--- src/rtl/imgproc_pkg.sv ---
// Shared constants and state encoding for the imgproc frame sequencer.
package imgproc_pkg;

  localparam int unsigned IMG_W_DEF = 128;
  localparam int unsigned IMG_H_DEF = 128;
  localparam int unsigned N_PIX     = IMG_W_DEF * IMG_H_DEF;
  localparam int unsigned PIX_AW    = 14;
  localparam int unsigned PIX_DW    = 8;

  localparam logic [1:0] S_IDLE  = 2'd0;
  localparam logic [1:0] S_RUN   = 2'd1;
  localparam logic [1:0] S_DRAIN = 2'd2;
  localparam logic [1:0] S_DONE  = 2'd3;

  typedef enum logic [1:0] {
    StIdle  = S_IDLE,
    StRun   = S_RUN,
    StDrain = S_DRAIN,
    StDone  = S_DONE
  } state_e;

endpackage

--- src/rtl/imgproc_raster_cnt.sv ---
// Returned-pixel counter that also provides the raster tags (col, row, last) of the
// pixel currently at the head of the count.
module imgproc_raster_cnt
  import imgproc_pkg::*;
#(
  parameter int unsigned IMG_W = IMG_W_DEF,
  parameter int unsigned NPIX  = N_PIX,
  parameter int unsigned CW    = PIX_AW + 1
) (
  input  logic       clk,
  input  logic       rst,
  input  logic       step,
  output logic [6:0] col,
  output logic [6:0] row,
  output logic       last
);

  localparam logic [CW-1:0] N_C = CW'(NPIX);
  localparam logic [CW-1:0] W_C = CW'(IMG_W);

  logic [CW-1:0] cnt_q;

  // Stops at NPIX so a frame never wraps back onto pixel 0.
  always_ff @(posedge clk or negedge rst) begin
    if (!rst) begin
      cnt_q <= '0;
    end else if (step && (cnt_q != N_C)) begin
      cnt_q <= cnt_q + CW'(1);
    end
  end

  assign col  = 7'(cnt_q % W_C);
  assign row  = 7'(cnt_q / W_C);
  assign last = (cnt_q == (N_C - CW'(1)));

endmodule

--- src/rtl/imgproc_seq.sv ---
// Frame sequencer: raster-order source reads under a credit limit, tagged forwarding of
// returned pixels to the datapath, in-order writeback of results and frame completion.
module imgproc_seq
  import imgproc_pkg::*;
#(
  parameter int unsigned IMG_W   = IMG_W_DEF,
  parameter int unsigned IMG_H   = IMG_H_DEF,
  parameter int unsigned AW      = PIX_AW,
  parameter int unsigned DW      = PIX_DW,
  parameter int unsigned MAX_OUT = 4
) (
  input  logic          clk,
  input  logic          rst,
  output logic          request,
  output logic [AW-1:0] orig_addr,
  input  logic          orig_ready,
  input  logic [DW-1:0] orig_data,
  output logic          dp_valid,
  output logic [DW-1:0] dp_data,
  output logic [6:0]    dp_col,
  output logic [6:0]    dp_row,
  output logic          dp_last,
  input  logic          dp_res_valid,
  input  logic [DW-1:0] dp_res_data,
  output logic          imgproc_ready,
  output logic [AW-1:0] imgproc_addr,
  output logic [DW-1:0] imgproc_data,
  output logic          finish,
  output logic          protocol_err
);

  localparam int unsigned N  = IMG_W * IMG_H;
  localparam int unsigned CW = AW + 1;
  localparam logic [CW-1:0] N_C    = CW'(N);
  localparam logic [CW-1:0] LAST_C = CW'(N - 1);
  localparam logic [3:0]    MAX_C  = 4'(MAX_OUT);

  state_e        state_q;
  logic [CW-1:0] rd_cnt_q;
  logic [CW-1:0] wr_cnt_q;
  logic [3:0]    out_cnt_q;

  logic       issue;
  logic       ret_ok;
  logic       spurious;
  logic       wr_ok;
  logic [6:0] tag_col;
  logic [6:0] tag_row;
  logic       tag_last;

  // out_cnt already counts the read whose strobe is visible this cycle, so a return is only
  // legal when at least one credit is in use.
  always_comb begin
    ret_ok   = orig_ready && (out_cnt_q != 4'd0);
    spurious = orig_ready && (out_cnt_q == 4'd0);
    issue    = (state_q == StRun) && (rd_cnt_q != N_C) && ((out_cnt_q < MAX_C) || ret_ok);
    wr_ok    = dp_res_valid && (wr_cnt_q != N_C);
  end

  imgproc_raster_cnt #(
    .IMG_W (IMG_W),
    .NPIX  (N),
    .CW    (CW)
  ) u_raster (
    .clk  (clk),
    .rst  (rst),
    .step (ret_ok),
    .col  (tag_col),
    .row  (tag_row),
    .last (tag_last)
  );

  always_ff @(posedge clk or negedge rst) begin
    if (!rst) begin
      state_q       <= StIdle;
      rd_cnt_q      <= '0;
      wr_cnt_q      <= '0;
      out_cnt_q     <= '0;
      request       <= 1'b0;
      orig_addr     <= '0;
      dp_valid      <= 1'b0;
      dp_data       <= '0;
      dp_col        <= '0;
      dp_row        <= '0;
      dp_last       <= 1'b0;
      imgproc_ready <= 1'b0;
      imgproc_addr  <= '0;
      imgproc_data  <= '0;
      finish        <= 1'b0;
      protocol_err  <= 1'b0;
    end else begin
      unique case (state_q)
        StIdle:  state_q <= StRun;
        StRun:   if (issue && (rd_cnt_q == LAST_C)) state_q <= StDrain;
        StDrain: begin
          if (wr_ok && (wr_cnt_q == LAST_C)) begin
            state_q <= StDone;
            finish  <= 1'b1;
          end
        end
        StDone:  state_q <= StDone;
        default: state_q <= StIdle;
      endcase

      request <= issue;
      if (issue) begin
        orig_addr <= rd_cnt_q[AW-1:0];
        rd_cnt_q  <= rd_cnt_q + CW'(1);
      end

      case ({issue, ret_ok})
        2'b10:   out_cnt_q <= out_cnt_q + 4'd1;
        2'b01:   out_cnt_q <= out_cnt_q - 4'd1;
        default: out_cnt_q <= out_cnt_q;
      endcase

      if (spurious) protocol_err <= 1'b1;

      dp_valid <= ret_ok;
      if (ret_ok) begin
        dp_data <= orig_data;
        dp_col  <= tag_col;
        dp_row  <= tag_row;
        dp_last <= tag_last;
      end

      imgproc_ready <= wr_ok;
      if (wr_ok) begin
        imgproc_addr <= wr_cnt_q[AW-1:0];
        imgproc_data <= dp_res_data;
        wr_cnt_q     <= wr_cnt_q + CW'(1);
      end
    end
  end

endmodule

--- config.mk ---
export PLATFORM = sky130hd
export DESIGN_NAME = imgproc_seq
export DESIGN_NICKNAME = d
export VERILOG_FILES = /design/src/rtl/imgproc_pkg.sv /design/src/rtl/imgproc_raster_cnt.sv /design/src/rtl/imgproc_seq.sv
export SDC_FILE = /design/constraint.sdc
export NUM_CORES = 1
export LEC_CHECK = 0
export ABC_AREA = 1
export CAP_MARGIN = 20
export CORE_ASPECT_RATIO = 1.75
export CORE_UTILIZATION = 46
export CTS_CLUSTER_DIAMETER = 120
export CTS_CLUSTER_SIZE = 12
export DETAILED_ROUTE_END_ITERATION = 8
export PLACE_DENSITY_LB_ADDON = 0.15
export SKIP_LAST_GASP = 1
export SLEW_MARGIN = 20
export SYNTH_ARGS = -nofsm -noshare
export SYNTH_HDL_FRONTEND = slang
export SYNTH_HIERARCHICAL = 1
export SYNTH_SLANG_ARGS = --single-unit
--- constraint.sdc ---
create_clock -name clk -period 2.4 [get_ports clk]
set_input_delay 0.36 -clock clk [delete_from_list [all_inputs] [get_ports clk]]
set_output_delay 0.36 -clock clk [all_outputs]
set_load 0.03 [all_outputs]
* Word-level counts from Yosys, hierarchy flattened *
Index checks and enable logic that the tools add are counted.

cells by class
  add/sub/neg operators = 5
  order comparisons = 1
  equal/unequal tests = 13
  multiplexer cells = 4
  reduce and logical (&&, ||, !) cells = 15

operators with widths
  cell                     count
  $add A15 B1 Y15 const B  3
  $eq A15 B14 Y1 const B   3
  $ne A15 B15 Y1 const B   3
  $logic_and A1 B1 Y1      8
  $pmux W2 S4              1
  $pmux W4 S2              1
  $eq A2 B2 Y1 const B     3
  $add A4 B1 Y4 const B    1
  $eq A2 B1 Y1 const B     2
  $logic_not A4 Y1         1
  $lt A4 B3 Y1 const B     1
  $mux W2                  2
  $reduce_and A2 Y1        2
  $reduce_bool A4 Y1       1
  $sub A4 B1 Y4 const B    1
  $logic_not A2 Y1         1
  $ne A2 B1 Y1 const B     1
  $ne A2 B2 Y1 const B     1
  $reduce_bool A2 Y1       1
  $logic_or A1 B1 Y1       1

storage, ports and cells
  register bits after elaboration = 115
  bits of input ports = 20
  output and inout port bits = 64

* Logic depth before layout (Yosys ltp) *
Gate-level depths: netlist of run 1.

  depth after elaboration = 7
  gate-level depth with buffers = 19
  gate-level depth less buffers = 19

* Cells and area by module *
Netlist of run 1, hierarchy kept.

modules (own cells, without submodules)
  module              times used  cells an instance  area each (µm²)
  imgproc_seq         1           510                4,513.1
  imgproc_raster_cnt  1           160                1,087.3

* Worst setup path before layout of run 1 *
No wires, ideal clock.

  path type = reg2reg
  start point = reg rd_cnt_q[0]
  end point = reg out_cnt_q[3]
  data arrival time = 1.934 ns
  slack = 0.353 ns
  cell stages (with the launch flop) = 20
  path buffers = 0
  path through = dfrtp_1 inv_1 ha_1 nand2_1 inv_1 nand2_1 nor2_1 nand2_2 nand2_1 nand2_2 inv_1 ha_1 a21oi_1 nand2_1 nand4_1 nand2_1 nand2_1 nand2_1 nand2_1 inv_1

on the way
  longest elaborated chain between the ends = 5
  elaborated cells on any way between the ends = 7
  classes of those cells = eq/ne (3); mux (1); reduce/logical (3)

RTL lines
  item                                               line                source
  start: declaration                                 imgproc_seq.sv:39   logic [CW-1:0] rd_cnt_q;
  start signal: assignment                           imgproc_seq.sv:108  rd_cnt_q <= rd_cnt_q + CW'(1);
  $ne A15 B15 Y1 (*)                                 imgproc_seq.sv:56   issue = (state_q == StRun) && (rd_cnt_q != N_C) && ((out_cnt_q < MAX_C) || ret_ok);
  $logic_and A1 B1 Y1 (*) (2 in a row)               imgproc_seq.sv:56
  $eq A2 B1 Y1 or $eq A2 B2 Y1 (tied branches)       imgproc_seq.sv:111  case ({issue, ret_ok})
  $pmux W4 S2 or $reduce_bool A2 Y1 (tied branches)  --
  end signal: assignment                             imgproc_seq.sv:112  2'b10: out_cnt_q <= out_cnt_q + 4'd1;
  end signal: assignment                             imgproc_seq.sv:113  2'b01: out_cnt_q <= out_cnt_q - 4'd1;
  end signal: assignment                             imgproc_seq.sv:114  default: out_cnt_q <= out_cnt_q;
  end: declaration                                   imgproc_seq.sv:41   logic [3:0] out_cnt_q;

Every way passes the cells marked *; elsewhere a longest branch is shown, timed or not.
A chain may end at the register's enable or synchronous reset.

* Worst setup path in the final report of run 1 *
Ends and elaborated chain as after synthesis.

==> results of run 1 <==
-- cell families after synthesis --
| kind of cell | after synthesis |
|---|---|
| adders and majority gates | 9 |
| DFF | 115 |
| AOI/OAI and AO/OA | 50 |
| buffers and inverters | 89 |
| xor gates and xnor gates | 31 |
| and+or+nand+nor | 376 |
-- sequential cells by signal, summed over array words and instances (netlist names), 2 cells and up --
register,cells
dp_col,7
dp_data,8
dp_row,7
imgproc_addr,14
imgproc_data,8
orig_addr,14
out_cnt_q,4
rd_cnt_q,15
state_q,2
u_raster/cnt_q,15
wr_cnt_q,15
-- worst reg2reg max path, stage by stage, from the launching register on --
cell,delay [ns]
dfrtp_1,0.39
inv_2,0.09
ha_1,0.15
nand2_1,0.05
inv_1,0.05
nand2_1,0.05
nor2_2,0.10
nand2_2,0.10
nand2_2,0.09
nand2_4,0.07
inv_1,0.12
ha_4,0.22
a21oi_2,0.11
nand2_1,0.08
nand4_1,0.09
nand2_1,0.07
nand2_1,0.07
nand2_1,0.05
nand2_1,0.05
inv_1,0.03
-- cells in the mapped netlist (2+ instances only) --
cell / instances / area, sq um
o21ai_0: 33 / 165
buf_4: 17 / 128
nor3_1: 8 / 40.0
nand2_4: 2 / 22.5
xor2_1: 22 / 193
inv_2: 5 / 18.8
xnor2_1: 9 / 78.8
buf_2: 7 / 35.0
o21ai_1: 7 / 35.0
buf_6: 7 / 78.8
ha_1: 8 / 100
nand2_2: 4 / 25.0
o21ai_2: 6 / 52.6
nand2_1: 269 / 1010
dfrtp_1: 115 / 2880
inv_1: 52 / 195
nand3_1: 28 / 140
nor2_1: 41 / 154
nand4_1: 11 / 68.8
nor2_2: 6 / 37.5
-- per-stage QoR --
step	hold slack, ns	util, %	area [sq um]	std cells
CTS	0.411	59.0	7050	898
detailed placement	0.312	53.8	6420	866
global route	0.437	59.2	7070	898
finish	0.411	59.2	7070	898
global placement	0.309	53.8	6420	866
floorplan	0.0644	-	5600	670
-- where the power goes --
group	leakage, nW	internal, mW	switching (mW)	total [mW]
Clock	0.294	1.73	0.864	2.59
Combinational	1.63	0.640	1.03	1.67
Sequential	1.46	2.24	0.252	2.49
Total	3.39	4.61	2.15	6.76
-- final cells by class --
cell class	count	area, sq um	share of cell area [%]
Timing Repair Buffer	91	903	12.8
Inverter	58	220	3.11
Sequential cell	115	2880	40.7
Tap cell	137	171	2.42
Clock inverter	9	128	1.80
Clock buffer	22	484	6.85
Multi-Input combinational cell	466	2290	32.3
-- worst max-delay path by stage --
| stage | from | endpoint | slack [ns] | cells after the start |
|---|---|---|---|---|
| 2_1_floorplan | rd_cnt_q[0] | out_cnt_q[3] | 0.35 | 19 |
| 3_3_place_gp | orig_ready | out_cnt_q[3] | 0.22 | 14 |
| 3_5_place_dp | rd_cnt_q[0] | out_cnt_q[3] | 0.12 | 19 |
| 4_1_cts | rd_cnt_q[0] | out_cnt_q[3] | 0.11 | 19 |
| 5_1_grt | rd_cnt_q[0] | out_cnt_q[3] | 0.03 | 19 |
| 6_report | rd_cnt_q[0] | out_cnt_q[3] | 0.27 | 19 |
-- per-layer routing --
layer / up-vias / share of wire, %
li1: 2239 / -
met1: 2093 / 39
met2: 91 / 54
met3: 30 / 2.8
met4: 0 / 3.9
met5: - / 0
-- what timing repair did --
item | CTS | global route
resized for setup | 0 | 7
hold buffers | 1 | 0
setup endpoints to repair | 0 | 1
hold endpoints to repair | 25 | 0
==> results by group, run 1 <==
Outcome
  – Outcome: complete, no violations

Global routing
  – Number of global-route vias before repair: 4421
  – Busiest grt layer: met2
  – Initial antenna violation count: 0
  – Global-route met1 utilization: 21.5%
  – M2 GR Usage: 37.1%
  – Largest net degree at the start of global routing: 43
  – First-pass GRT wire length: 20200 um
  – Gr ovfl total: 0
  – Met3 Usage GRT: 4.86%
  – GRT Resource Usage Total: 20.7%

Synth
  – FFs w/ async S/R, synth: 100%
  – Synth Warn #: 6
  – Number of synthesized register bits: 115
  – Xor and xnor area share after synthesis: 4.85%
  – Synth Area in Adders: 2.14%
  – Largest family of logic cells by synthesized area: simple AND/OR/NAND/NOR gates
  – Syn_nets: 699
  – Mux share of post-synthesis cell area: 0%
  – Post-synthesis cell count: 670
  – Top FF cell, synth: dfrtp_1
  – Sequential fraction of the synthesis area: 51.4%
  – Netlist cell types: 33
  – Synth Area per Inst: 8.36 sq um
  – Post-synth EDFFs: 0
  – Syn Std Cell Area: 5600 sq um
  – Compound-gate portion of the synthesized area: 5.29%
  – Simple-gate share of the synthesized area: 28.1%

Clock network
  – Clk sink count: 115
  – Post-CTS setup buffers: 0
  – TritonCTS Buffers: 17
  – Worst-Skew Late Latency: 0.41 ns
  – Worst-path clk slew: 0.05 ns
  – Root Buffer: clkbuf_16
  – H-tree levels: 4
  – CTS tree: done
  – Clock Path Buffers: 2

Worst setup path
  – CP Cell Sequence: inv_2 > ha_1 > nand2_1 > inv_1 > nand2_1 > nor2_2 > nand2_2 > nand2_2 > nand2_4 > inv_1 > ha_4 > a21oi_2 > nand2_1 > nand4_1 > nand2_1 > nand2_1 > nand2_1 > nand2_1 > inv_1
  – Reg2reg start: rd_cnt_q[0]
  – WP data required: 2.71 ns
  – Reg2reg end: out_cnt_q[3]
  – Worst path buffer plus inverter count: 4
  – CP max stage cell: dfrtp_1
  – Cell mode on critical path: nand2_1
  – Reg2reg path depth: 19
  – Startpoint Class: flop
  – Setup slack, reg-to-reg: 0.27 ns
  – Worst setup EP type: flop
  – Top Family by Delay on Critical Path: simple AND/OR/NAND/NOR gates
  – Worst setup path category: reg -> reg
  – Critical path arrival: 2.44 ns
  – Worst Path Max Fanout: 6
  – Max stage delay on crit path: 0.39 ns

Detailed routing
  – DR WL/cell: 13.5 um
  – DRC Markers: 0
  – DRT Pass-1 Iters: 4
  – DRT antenna net count: 0
  – DRT iter0 DRCs: 206
  – Final wirelength: 12100 um
  – Vias per inst: 4.96
  – Number of vias in the routed layout: 4453

Timing
  – Worst Max-Slew Pin Slew: 0.425 ns
  – Hold violation count in the final report: 0
  – Final setup viols: 0
  – Final worst-path cycle share: 88.9%
  – Max Slew Vio Count: 0
  – Final setup TNS: 0 ns
  – Clock Skew: 0.00751 ns
  – Minimum clock period after layout: 2.13 ns
  – RSZ-0062 raised after global routing: no
  – F_max: 0.469 GHz
  – Worst setup margin: 0.266 ns
  – Worst relative slew slack: 71.6%

Pwr
  – Power per Cell Area: 956 nW/um^2
  – Pwr Total: 6.76 mW
  – Leakage power: 3.39 nW
  – Worst IR Drop VDD: 0.639 mV

Floorplan
  – Die X: 85.4 um
  – I/O pin cnt: 84
  – Chip height: 148 um
  – Row cnt: 53
  – Initial Util: 46.9%
  – Core area: 11900 sq um
  – Die ar.: 12600 sq um

Placed design
  – IO Port Bufs: 83
  – HPWL after DPL: 8680 um
  – Pre-CTS setup slack: 0.123 ns
  – Placer Congestion: 0.874

Cells and area
  – Share of layout cells above drive strength 1: 9.72%
  – Layout fillers: 1040
  – P&R area growth vs syn: 26.3%
  – Diode count: 0
  – Most frequent cells in the layout: 268 x nand2_1, 115 x dfrtp_1, 82 x clkdlybuf4s50_1
  – Most common cell after layout, fill and taps aside: nand2_1
  – Nets: 778

Worst hold path
  – HP Class: in -> async

Flow run
  – Max-Cap Viols: 0
(Power assumes the default switching activity.)
==> run 2: changes to the inputs <==
--- a/config.mk
+++ b/config.mk
@@ -13,7 +13,6 @@
 export CTS_CLUSTER_SIZE = 12
 export DETAILED_ROUTE_END_ITERATION = 8
 export PLACE_DENSITY_LB_ADDON = 0.15
-export SKIP_LAST_GASP = 1
 export SLEW_MARGIN = 20
 export SYNTH_ARGS = -nofsm -noshare
 export SYNTH_HDL_FRONTEND = slang
==> results of run 2 <==
Same layout as run 1: the final DEF is identical, and so are final timing and power.
==> run 3: changes to the inputs <==
--- a/config.mk
+++ b/config.mk
@@ -13,6 +13,7 @@
 export CTS_CLUSTER_SIZE = 12
 export DETAILED_ROUTE_END_ITERATION = 8
 export PLACE_DENSITY_LB_ADDON = 0.15
+export SKIP_CTS_REPAIR_TIMING = 1
 export SLEW_MARGIN = 20
 export SYNTH_ARGS = -nofsm -noshare
 export SYNTH_HDL_FRONTEND = slang
==> results of run 3 <==
Same layout as run 1: the final DEF is identical, and so are final timing and power.
